### src/rtl/cdb_pkg.sv
// Shared types and constants for the common-data-bus producer (cdb_arbiter).
// Default widths here match the cdb_arbiter parameter defaults.
package cdb_pkg;

    localparam int CDB_WIDTH     = 31;
    localparam int CDB_ROB       = 2;

    localparam int SRC_ALU       = 0;
    localparam int SRC_BRANCH    = 1;
    localparam int SRC_LSU       = 2;
    localparam int N_SRC_DEFAULT = 3;

    typedef struct packed {
        logic [CDB_WIDTH:0] result;
        logic [CDB_ROB:0]   rob;
    } cdb_entry_t;

    // Round-robin successor of a winning source index.
    function automatic int rr_next(input int winner, input int n_src);
        return (winner + 1 >= n_src) ? 0 : winner + 1;
    endfunction

endpackage

### src/rtl/cdb_result_queue.sv
// Per-source result FIFO for the CDB arbiter: DEPTH entries, wrap-around
// pointers, flush empties the queue and has priority over push and pop.
module cdb_result_queue
    import cdb_pkg::*;
#(
    parameter int DW    = CDB_WIDTH + CDB_ROB + 2,
    parameter int DEPTH = 2
)(
    input  logic          clk,
    input  logic          reset_n,
    input  logic          i_flush,
    input  logic          i_push,
    input  logic          i_pop,
    input  logic [DW-1:0] i_din,
    output logic          o_full,
    output logic          o_empty,
    output logic [DW-1:0] o_head
);

    localparam int AW = $clog2(DEPTH);

    logic [DW-1:0] r_mem [DEPTH];
    logic [AW-1:0] r_wr_ptr;
    logic [AW-1:0] r_rd_ptr;
    logic [AW:0]   r_count;
    logic          w_do_push;
    logic          w_do_pop;

    assign o_full    = (r_count == (AW+1)'(DEPTH));
    assign o_empty   = (r_count == '0);
    assign o_head    = r_mem[r_rd_ptr];
    assign w_do_push = i_push && !o_full  && !i_flush;
    assign w_do_pop  = i_pop  && !o_empty && !i_flush;

    // Storage carries no reset; occupancy is tracked solely by r_count.
    always_ff @(posedge clk) begin
        if (w_do_push) begin
            r_mem[r_wr_ptr] <= i_din;
        end
    end

    always_ff @(posedge clk or negedge reset_n) begin
        if (!reset_n) begin
            r_wr_ptr <= '0;
            r_rd_ptr <= '0;
            r_count  <= '0;
        end else if (i_flush) begin
            r_wr_ptr <= '0;
            r_rd_ptr <= '0;
            r_count  <= '0;
        end else begin
            if (w_do_push) r_wr_ptr <= r_wr_ptr + 1'b1;
            if (w_do_pop)  r_rd_ptr <= r_rd_ptr + 1'b1;
            case ({w_do_push, w_do_pop})
                2'b10:   r_count <= r_count + 1'b1;
                2'b01:   r_count <= r_count - 1'b1;
                default: r_count <= r_count;
            endcase
        end
    end

endmodule

### src/rtl/cdb_arbiter.sv
// CDB producer: per-source result queues, round-robin grant, registered broadcast.
// Optional build macro CDB_CONTENTION_CNT_EN adds the contentionCount output.
module cdb_arbiter
    import cdb_pkg::*;
#(
    parameter int WIDTH = 31,
    parameter int ROB   = 2,
    parameter int N_SRC = N_SRC_DEFAULT,
    parameter int DEPTH = 2,
    parameter int SRC_W = (N_SRC > 1) ? $clog2(N_SRC) : 1
)(
    input  logic                        clk,
    input  logic                        reset_n,
    input  logic                        flush,
    input  logic [N_SRC-1:0]            fuValid,
    input  logic [N_SRC-1:0][WIDTH:0]   fuResult,
    input  logic [N_SRC-1:0][ROB:0]     fuRob,
    output logic [N_SRC-1:0]            fuReady,
    output logic                        validBroadcast,
    output logic [WIDTH:0]              result,
    output logic [ROB:0]                robEntry,
    output logic [SRC_W-1:0]            srcId
`ifdef CDB_CONTENTION_CNT_EN
    ,
    output logic [15:0]                 contentionCount
`endif
);

    localparam int DW = WIDTH + ROB + 2;

    logic [N_SRC-1:0]          w_full;
    logic [N_SRC-1:0]          w_empty;
    logic [N_SRC-1:0]          w_push;
    logic [N_SRC-1:0]          w_pop;
    logic [N_SRC-1:0][DW-1:0]  w_head;
    logic                      w_grant;
    logic [SRC_W-1:0]          w_winner;

    logic [SRC_W-1:0]          r_rr_ptr;
    logic                      r_valid;
    logic [WIDTH:0]            r_result;
    logic [ROB:0]              r_rob;
    logic [SRC_W-1:0]          r_src;

    // Ready comes only from registered occupancy: no same-cycle credit on pop.
    assign fuReady = ~w_full;
    assign w_push  = fuValid & ~w_full & {N_SRC{~flush}};

    for (genvar g = 0; g < N_SRC; g++) begin : g_queue
        cdb_result_queue #(
            .DW    (DW),
            .DEPTH (DEPTH)
        ) u_queue (
            .clk     (clk),
            .reset_n (reset_n),
            .i_flush (flush),
            .i_push  (w_push[g]),
            .i_pop   (w_pop[g]),
            .i_din   ({fuResult[g], fuRob[g]}),
            .o_full  (w_full[g]),
            .o_empty (w_empty[g]),
            .o_head  (w_head[g])
        );
    end

    always_comb begin
        w_grant  = 1'b0;
        w_winner = '0;
        for (int off = 0; off < N_SRC; off++) begin
            if (!w_grant && !w_empty[SRC_W'((int'(r_rr_ptr) + off) % N_SRC)]) begin
                w_grant  = 1'b1;
                w_winner = SRC_W'((int'(r_rr_ptr) + off) % N_SRC);
            end
        end
    end

    always_comb begin
        w_pop = '0;
        if (w_grant && !flush) begin
            w_pop[w_winner] = 1'b1;
        end
    end

    always_ff @(posedge clk or negedge reset_n) begin
        if (!reset_n) begin
            r_rr_ptr <= '0;
        end else if (flush) begin
            r_rr_ptr <= '0;
        end else if (w_grant) begin
            r_rr_ptr <= SRC_W'(rr_next(int'(w_winner), N_SRC));
        end
    end

    // Payload and srcId hold across idle cycles; only the valid flag drops.
    always_ff @(posedge clk or negedge reset_n) begin
        if (!reset_n) begin
            r_valid  <= 1'b0;
            r_result <= '0;
            r_rob    <= '0;
            r_src    <= '0;
        end else if (flush) begin
            r_valid  <= 1'b0;
        end else if (w_grant) begin
            r_valid            <= 1'b1;
            {r_result, r_rob}  <= w_head[w_winner];
            r_src              <= w_winner;
        end else begin
            r_valid  <= 1'b0;
        end
    end

    assign validBroadcast = r_valid;
    assign result         = r_result;
    assign robEntry       = r_rob;
    assign srcId          = r_src;

`ifdef CDB_CONTENTION_CNT_EN
    logic [15:0] r_contention;

    always_ff @(posedge clk or negedge reset_n) begin
        if (!reset_n) begin
            r_contention <= '0;
        end else if (flush) begin
            r_contention <= '0;
        end else if (($countones(~w_empty) >= 2) && (r_contention != 16'hFFFF)) begin
            r_contention <= r_contention + 16'd1;
        end
    end

    assign contentionCount = r_contention;
`endif

endmodule

### config.mk
export PLATFORM = sky130hd
export DESIGN_NAME = cdb_arbiter
export DESIGN_NICKNAME = d
export VERILOG_FILES = /design/src/rtl/cdb_pkg.sv /design/src/rtl/cdb_result_queue.sv /design/src/rtl/cdb_arbiter.sv
export SDC_FILE = /design/constraint.sdc
export NUM_CORES = 1
export LEC_CHECK = 0
export CORE_ASPECT_RATIO = 0.7
export CORE_MARGIN = 3
export CORE_UTILIZATION = 58
export DETAILED_ROUTE_END_ITERATION = 12
export GPL_ROUTABILITY_DRIVEN = 0
export PLACE_DENSITY = 0.86
export SETUP_SLACK_MARGIN = 0.2
export SLEW_MARGIN = 15
export SYNTH_ARGS = -nofsm -noshare
export SYNTH_HDL_FRONTEND = slang
export SYNTH_SLANG_ARGS = --single-unit
### constraint.sdc
create_clock -name clk -period 7.2 [get_ports clk]
set_input_delay 1.08 -clock clk [delete_from_list [all_inputs] [get_ports clk]]
set_output_delay 1.08 -clock clk [all_outputs]
set_load 0.005 [all_outputs]
==> flow_summary.json, run 1 <==
{
  "outcome": "complete, no violations",
  "hp-class": "reg2reg",
  "place_area_mm2": 0.01219,
  "dp_hpwl_mm": 15.88,
  "numCtsBuffers": 25,
  "track_usage_pct": 25.29,
  "cts_root_buf": "clkbuf_16",
  "final_max_slew_viol_count": 0,
  "endpoint_kind": "flip-flop",
  "async_flop_share_pct": 19.85,
  "final_area_mm2": 0.01297,
  "pre_cts_slack_ps": 2756,
  "synth_cells": 668,
  "rr_worst_depth": 8,
  "total_power_w": 0.004994,
  "cp_top_family": "simple AND/OR/NAND/NOR gates",
  "max_freq_mhz": 249.3,
  "htree_levels": 1,
  "regToRegStartpoint": "r_rr_ptr[0]$_DFFE_PN0P_",
  "maxCapViolCount": 0,
  "grt_pass1_vias": 6835,
  "worstSetupPathType": "in2reg",
  "antenna_found_initial": 1,
  "drive_gt1_share_pct": 8.063,
  "synthTopCellsByArea": "edfxtp_1 60%, dfrtp_1 12%, mux2i_1 6.8%, a221o_1 3.5%, a211oi_1 2.6%",
  "r2r_setup_slack_ps": 3560,
  "finalSetupTns_ps": 0,
  "timing.rr.end": "g_queue[0].u_queue.r_rd_ptr$_DFFE_PN0P_",
  "finalHoldViolCount": 0,
  "crit_buf_inv": 1,
  "crit_end": "g_queue[0].u_queue.r_count[1]$_DFFE_PN0P_",
  "cts_buffer_depth": 3,
  "synth.cell_area_mm2": 0.01043,
  "synth_cell_type_count": 48,
  "cts_hold_buf": 0,
  "n_antenna_cell": 0,
  "ir_drop_v": 0.0002336,
  "yosysTopAreaCell": "edfxtp_1",
  "routed_via_density": 6.229,
  "fin_crit_ps": 4011,
  "ys_ff_latch": 262,
  "worstPathRequired_ps": 7600,
  "drc": 0,
  "cts_tree": "done",
  "slowest_delay_ps": 1040,
  "die_w_um": 166.3,
  "routed_wl_mm": 24.93,
  "initial_core_util_pct": 60.04,
  "yosys_warnings": 0,
  "leakagePower_nw": 4.360,
  "slowest_stage": "or3_2",
  "synth.most_common_cell": "edfxtp_1",
  "grt_pass1_wl_mm": 38.93,
  "synthTopCellsByCount": "210 x edfxtp_1, 71 x mux2i_1, 52 x dfrtp_1, 40 x nor3_1, 38 x a21oi_1",
  "synth.avg_cell_area_um2": 15.61,
  "clkSlewWorstSetupHoldPaths_ps": 60,
  "fin_util_pct": 74.67,
  "syn_to_final_growth_pct": 24.36,
  "finalCritPeriodShare_pct": 55.71,
  "ctsResizeCount": 0,
  "rsz0062_at_grt": "false",
  "postCtsSetupRepairBufs": 0,
  "relSlewSlack_pct": 25.26,
  "worst-path-max-fanout": 40,
  "setup_slack_ps": 3189,
  "routedWlPerCell_um": 23.47,
  "vias": 6615,
  "setup_viol": 0,
  "worstMarginPinSlew_ps": 1121,
  "synth_nets": 782,
  "fill_cells": 988,
  "overflow": 0,
  "drt_iter0_markers": 667,
  "io_buffers": 151,
  "start_kind": "input port",
  "drtPass1Iterations": 5,
  "io-pin-count": 152,
  "synth-edff-count": 210,
  "path_cells": "clkdlybuf4s50_1 -> or3_2 -> nor2_4 -> a21oi_1 -> o31ai_1",
  "finClkSkew_ps": 17.48,
  "grt_max_degree": 69,
  "synth_top_area_share_pct": 60.48,
  "coreArea_mm2": 0.01737,
  "clk_latency_ps": 520,
  "cts.sinks": 262,
  "die_h_um": 118.2,
  "power.density_mw_per_mm2": 385.1,
  "arrival_ps": 4410,
  "antenna_left": 0,
  "ys.flop_type": "edfxtp_1",
  "rows": 40,
  "dieArea_mm2": 0.01965,
  "layout.nets": 928,
  "yosysSeqAreaShare_pct": 72.95,
  "critPathLaunch": "flush",
  "crit_cells": 5
}
-- power by group --
part	internal [W]	switching, W
clock network	0.000723	0.000525
registers	0.00188	0.000183
logic	0.000710	0.000968
-- registers in the layout, indices dropped and copies added (netlist names) --
name,flops
r_rr_ptr,2
srcId,2
result,32
g_queue.u_queue.r_rd_ptr,3
g_queue.u_queue.r_count,6
validBroadcast,1
robEntry,3
g_queue.u_queue.r_wr_ptr,3
g_queue.u_queue.r_mem,210
-- stage by stage --
step / instances / hold WS, ps
final: 1062 / 528.2
after floorplan: 668 / 473.3
after global placement: 1018 / 483.6
after detailed placement: 1018 / 488.4
after global routing: 1062 / 544.7
after CTS: 1062 / 528.0
-- cells in the final DEF (no fill, tap or decap), types with 4 or more instances in the layout --
cell type / n
nor2_1: 15
nand2_1: 16
o31ai_1: 4
clkbuf_1: 7
inv_1: 7
clkdlybuf4s50_1: 150
clkbuf_8: 5
buf_4: 14
nor3_1: 37
xor2_1: 5
dfrtp_1: 49
o21ai_0: 5
mux2i_1: 71
a221o_1: 36
clkbuf_16: 25
o211ai_1: 4
a21oi_1: 38
a211oi_1: 36
nor2b_1: 36
edfxtp_1: 210
-- how the worst min path moves through the flow --
stage	to	cells past startpoint	slack, ps	from
CTS	result[15]$_DFFE_PN0N_	1	530	result[15]$_DFFE_PN0N_
finish	result[7]$_DFFE_PN0N_	1	530	result[7]$_DFFE_PN0N_
global placement	srcId[0]$_DFFE_PN0N_	2	480	srcId[0]$_DFFE_PN0N_
global route	result[19]$_DFFE_PN0N_	1	540	result[19]$_DFFE_PN0N_
floorplan	srcId[0]$_DFFE_PN0N_	2	470	srcId[0]$_DFFE_PN0N_
detailed placement	srcId[0]$_DFFE_PN0N_	2	490	srcId[0]$_DFFE_PN0N_
-- logic make-up after synthesis --
group           synth area share (%)
mux                            6.815
flops                          72.95
xor+xnor                      0.4199
buf+inv                        2.184
compound gates                 10.57
fa+ha+maj                     0.3600
simple gates                   6.696
-- final cells by class --
| type | count | area (um^2) | share of cell area [%] |
|---|---|---|---|
| Timing Repair Buffer | 165 | 1612 | 12.43 |
| Multi-Input combinational cell | 353 | 2650 | 20.44 |
| Sequential cell | 262 | 7614 | 58.71 |
| Tap cell | 231 | 289.0 | 2.229 |
| Inverter | 7 | 26.28 | 0.2026 |
| Clock inverter | 7 | 56.30 | 0.4342 |
| Clock buffer | 37 | 720.7 | 5.558 |
-- routing by layer --
metal	global-route usage (%)	vias to the layer above	routed length, um
li1	-	2937	-
met1	36.54	3262	10340
met5	0	-	11
met4	5.513	2	541
met3	4.647	48	2220
met2	41.12	366	11810
-- worst register-to-register path, stage by stage (launching register included) --
cell and delay, ps:
dfrtp_1 370, inv_1 100, ha_1 480, a2111oi_0 710, or3_2 770, inv_1 250, nand2_1 380, o311ai_0 250
o41ai_1 180
(Power assumes the default switching activity.)
==> run 2, diff against run 1 <==
CORE_UTILIZATION = 49   (was 58)
PLACE_DENSITY = 0.78   (was 0.86)
clock period = 3.3 ns   (was 7.2 ns; I/O delays follow)
==> flow_summary.json, run 2 (synthesized netlist as in run 1, its figures left out) <==
{
  "outcome": "complete, no violations",
  "worst-path-max-fanout": 12,
  "finClkSkew_ps": 10.87,
  "htree_levels": 1,
  "slowest_delay_ps": 580,
  "drive_gt1_share_pct": 8.722,
  "syn_to_final_growth_pct": 25.33,
  "leakagePower_nw": 4.384,
  "grt_max_degree": 76,
  "crit_buf_inv": 2,
  "met1Wirelength_mm": 10.78,
  "worstPathRequired_ps": 3650,
  "p_sw_w": 0.003682,
  "grt_pass1_wl_mm": 36.64,
  "io_buffers": 151,
  "die_h_um": 128.1,
  "cp_top_family": "simple AND/OR/NAND/NOR gates",
  "timing.rr.end": "g_queue[0].u_queue.r_rd_ptr$_DFFE_PN0P_",
  "multi_input_area_mm2": 0.002650,
  "grt_pass1_vias": 6286,
  "final_max_slew_viol_count": 0,
  "finalCritPeriodShare_pct": 85.48,
  "hold_slack_ps": 515.9,
  "antenna_found_initial": 3,
  "worstSetupPathType": "reg2reg",
  "regArea_mm2": 0.007611,
  "coreArea_mm2": 0.02034,
  "dieArea_mm2": 0.02310,
  "p_comb_share_pct": 34.4,
  "clkSlewWorstSetupHoldPaths_ps": 60,
  "maxCapViolCount": 0,
  "hp-class": "reg2reg",
  "drt_iter0_markers": 728,
  "overflow": 0,
  "worstMarginPinSlew_ps": 953.8,
  "initial_core_util_pct": 51.27,
  "routed_via_density": 5.866,
  "vias": 6494,
  "wl_met3_mm": 2.570,
  "r2r_setup_slack_ps": 480,
  "dp_hpwl_mm": 17.11,
  "path_cells": "inv_1 -> ha_1 -> a2111oi_0 -> or3_2 -> inv_1 -> nand2_1 -> o311ai_0 -> o41ai_1",
  "fill_cells": 1415,
  "die_w_um": 180.4,
  "hold_start": "srcId[1]$_DFFE_PN0N_",
  "placed_cells": 1060,
  "arrival_ps": 3170,
  "largest_reg_flops": 210,
  "final_cells": 1107,
  "fin_crit_ps": 2821,
  "p_int_w": 0.007245,
  "wl_met2_mm": 10.45,
  "rr_worst_depth": 8,
  "finalHoldViolCount": 0,
  "relSlewSlack_pct": 36.41,
  "cp_common_cell": "inv_1",
  "rows": 43,
  "cts_buffer_depth": 3,
  "finalSetupTns_ps": 0,
  "start_kind": "flip-flop",
  "drc": 0,
  "clkPwrFrac_pct": 23.9,
  "io-pin-count": 152,
  "slowest_stage": "or3_2",
  "cts.sinks": 262,
  "most-common-layout-cells": "210 x edfxtp_1, 150 x clkdlybuf4s50_1, 71 x mux2i_1",
  "maxUsedRoutingLayer": "met5",
  "max_freq_mhz": 354.5,
  "rsz0062_at_grt": "false",
  "cts_tree": "done",
  "cts_root_buf": "clkbuf_16",
  "regToRegStartpoint": "r_rr_ptr[0]$_DFFE_PN0P_",
  "regMostFlops": "g_queue.u_queue.r_mem",
  "layout.nets": 934,
  "setup_viol": 0,
  "whs_path_depth": 1,
  "min_to": "srcId[1]$_DFFE_PN0N_",
  "n_antenna_cell": 0,
  "power.density_mw_per_mm2": 836.1,
  "drtPass1Iterations": 6,
  "routed_wl_mm": 24.37,
  "switching_share_pct": 33.70,
  "seq_power_share_pct": 41.7,
  "track_usage_pct": 20.65,
  "routedWlPerCell_um": 22.01,
  "endpoint_kind": "flip-flop",
  "numCtsBuffers": 25,
  "clk_latency_ps": 510,
  "ir_drop_v": 0.0004912,
  "antenna_left": 0,
  "mostFrequentLayoutCell": "edfxtp_1"
}
==> run 2: area by class of cell <==
class | count | share of cell area, %
flip-flops and latches | 262 | 58.24
multi-input cells | 353 | 20.28
repair buffers | 171 | 12.98
clock buffers | 30 | 5.007
well taps | 270 | 2.585
clock inverters | 14 | 0.7085
inverters | 7 | 0.2011
==> run 2: per-stage QoR <==
| step | total power, W | cell area, um^2 | util (%) | worst slack (ps) |
|---|---|---|---|---|
| floorplan | 0.006677 | 10430 | - | -700.9 |
| global placement | 0.008074 | 12290 | 60.44 | 473.0 |
| detailed placement | 0.008296 | 12290 | 60.44 | 86.02 |
| CTS | 0.01095 | 13060 | 64.24 | 417.9 |
| global route | 0.01145 | 13070 | 64.26 | 290.1 |
| finish | 0.01093 | 13070 | 64.26 | 479.2 |
==> run 2: worst max-delay path by stage <==
stage                                        from                                  endpoint  slack [ps]  cells after the start
final                     r_rr_ptr[0]$_DFFE_PN0P_   g_queue[0].u_queue.r_rd_ptr$_DFFE_PN0P_         480                      8
after detailed placement  r_rr_ptr[0]$_DFFE_PN0P_                   robEntry[1]$_DFFE_PN0N_          90                      9
after CTS                 r_rr_ptr[0]$_DFFE_PN0P_                   robEntry[1]$_DFFE_PN0N_         420                      9
after global routing      r_rr_ptr[0]$_DFFE_PN0P_   g_queue[0].u_queue.r_rd_ptr$_DFFE_PN0P_         290                      8
after floorplan                             flush  g_queue[0].u_queue.r_mem[1][0]$_DFFE_PP_        -700                      3
after global placement    r_rr_ptr[0]$_DFFE_PN0P_                     result[1]$_DFFE_PN0N_         470                      9
==> run 2: power groups by stage <==
stage	registers, W	logic [W]	clock network, W
2_1_floorplan	0.00438	0.00229	0
3_3_place_gp	0.00458	0.00349	0
3_5_place_dp	0.00462	0.00368	0
4_1_cts	0.00455	0.00373	0.00267
5_1_grt	0.00461	0.00404	0.00280
6_report	0.00456	0.00376	0.00261
==> run 2: metal layers <==
layer | global-route usage [%] | vias up
met5 | 0 | -
met1 | 31.19 | 3178
met2 | 29.72 | 335
met3 | 6.211 | 41
li1 | - | 2934
met4 | 4.962 | 6
==> run 2: what timing repair did <==
item	in CTS	in global routing
cloned	0	0
pin swaps	1	0
endpoints found under the setup margin	22	1
hold buffers	1	0
endpoints found under the hold margin	21	0
setup buffers	2	0
resized for setup	0	1
==> run 3, diff against run 2 <==
CORE_UTILIZATION = 45   (was 49)
PLACE_DENSITY = 0.73   (was 0.78)
==> flow_summary.json, run 3 (synthesized netlist as in run 1, its figures left out) <==
{
  "outcome": "complete, no violations",
  "n_antenna_cell": 0,
  "leakagePower_nw": 4.415,
  "numCtsBuffers": 25,
  "most-common-layout-cells": "210 x edfxtp_1, 150 x clkdlybuf4s50_1, 71 x mux2i_1",
  "cts.sinks": 262,
  "finalSetupTns_ps": 0,
  "antenna_found_initial": 1,
  "drtPass1Iterations": 4,
  "finalHoldViolCount": 0,
  "worstMarginPinSlew_ps": 698.8,
  "worst-path-max-fanout": 11,
  "finClkSkew_ps": 7.274,
  "maxCapViolCount": 0,
  "coreArea_mm2": 0.02224,
  "cts_root_buf": "clkbuf_16",
  "drt_iter0_markers": 505,
  "vias": 6330,
  "final_max_slew_viol_count": 0,
  "grt_pass1_wl_mm": 36.84,
  "io-pin-count": 152,
  "relSlewSlack_pct": 53.06,
  "slowest_stage": "or3_2",
  "die_h_um": 133.4,
  "mostFrequentLayoutCell": "edfxtp_1",
  "fin_util_pct": 59.22,
  "largest_reg_flops": 210,
  "max_freq_mhz": 351.1,
  "endpoint_kind": "flip-flop",
  "drc": 0,
  "worstPathRequired_ps": 3680,
  "met1Wirelength_mm": 10.19,
  "rsz0062_at_grt": "false",
  "antenna_left": 0,
  "htree_levels": 1,
  "io_buffers": 151,
  "clkSlewWorstSetupHoldPaths_ps": 70,
  "wl_met3_mm": 1.659,
  "power.density_mw_per_mm2": 837.1,
  "die_w_um": 187.9,
  "regMostFlops": "g_queue.u_queue.r_mem",
  "start_kind": "flip-flop",
  "routedWlPerCell_um": 20.77,
  "final_area_mm2": 0.01317,
  "crit_buf_inv": 2,
  "cts_tree": "done",
  "dieArea_mm2": 0.02506,
  "ir_drop_v": 0.0005355,
  "arrival_ps": 3230,
  "cts_hold_buf": 0,
  "overflow": 0,
  "grt_max_degree": 74,
  "initial_core_util_pct": 46.89,
  "finalCritPeriodShare_pct": 86.30,
  "slowest_delay_ps": 630,
  "wl_met2_mm": 11.27,
  "drive_gt1_share_pct": 9.427,
  "track_usage_pct": 18.91,
  "cp_top_family": "simple AND/OR/NAND/NOR gates",
  "routed_wl_mm": 23.74,
  "routed_via_density": 5.538,
  "postCtsSetupRepairBufs": 0,
  "total_power_w": 0.01103,
  "ctsResizeCount": 0,
  "path_cells": "inv_1 -> ha_1 -> a2111oi_0 -> or3_2 -> inv_1 -> nand2_1 -> o311ai_0 -> o41ai_1",
  "cp_common_cell": "inv_1",
  "dp_hpwl_mm": 15.78,
  "maxUsedRoutingLayer": "met5",
  "setup_viol": 0,
  "clk_latency_ps": 520,
  "worstSetupPathType": "reg2reg",
  "place_area_mm2": 0.01236,
  "fin_crit_ps": 2848,
  "grt_pass1_vias": 6377,
  "syn_to_final_growth_pct": 26.30,
  "cts_buffer_depth": 3,
  "hp-class": "in2async",
  "rows": 45,
  "layout.nets": 934
}
==> run 3: changes by cell type in the layout (fill, tap and decap cells not counted), sizes merged <==
cell and change:
inv +1, bufinv +1, buf +1, clkbuf +4, clkinv -5, dlygate4sd3 -1
==> run 3: where the power goes <==
| group | switching [W] | internal [W] | leakage [nW] |
|---|---|---|---|
| Sequential | 0.000383 | 0.00411 | 2.57 |
| Clock | 0.00119 | 0.00162 | 0.391 |
| Combinational | 0.00207 | 0.00165 | 1.45 |
| Total | 0.00364 | 0.00738 | 4.41 |
==> run 3: area by class of cell <==
cell class / count / area [um^2]
sequential: 262 / 7611
clock inverter: 11 / 112.6
inverter: 7 / 26.28
timing repair buffer: 171 / 1694
tap: 305 / 381.6
multi-input combinational: 353 / 2655
fill: 1678 / 9070
clock buffer: 34 / 689.4
==> run 3: routing by layer <==
metal,vias up,track usage [%]
met2,231,30.32
met5,-,0
met4,2,5.123
met1,3112,26.52
met3,39,4.024
li1,2946,-
==> run 3: final timing paths <==
kind / cells past startpoint / start / to / slack (ps)
worst max register to register: 8 / r_rr_ptr[1]$_DFFE_PN0P_ / g_queue[0].u_queue.r_rd_ptr$_DFFE_PN0P_ / 450
worst max-delay path: 8 / r_rr_ptr[1]$_DFFE_PN0P_ / g_queue[0].u_queue.r_rd_ptr$_DFFE_PN0P_ / 450
worst min register to register: 2 / srcId[0]$_DFFE_PN0N_ / srcId[0]$_DFFE_PN0N_ / 480
max in group asynchronous: 2 / reset_n / result[1]$_DFFE_PN0N_ / 2490
min in group clk: 2 / srcId[0]$_DFFE_PN0N_ / srcId[0]$_DFFE_PN0N_ / 480
worst min-delay path: 1 / reset_n / g_queue[1].u_queue.r_count[1]$_DFFE_PN0P_ / 30
==> run 3: per-stage QoR <==
stage | hold slack (ps) | std cells | worst slack (ps)
5_1_grt | 58.51 | 1143 | 267.2
3_3_place_gp | 460.9 | 1098 | 587.1
6_report | 28.81 | 1143 | 452.2
2_1_floorplan | 199.4 | 668 | -700.9
4_1_cts | 18.76 | 1143 | 390.2
3_5_place_dp | 474.8 | 1098 | 443.3
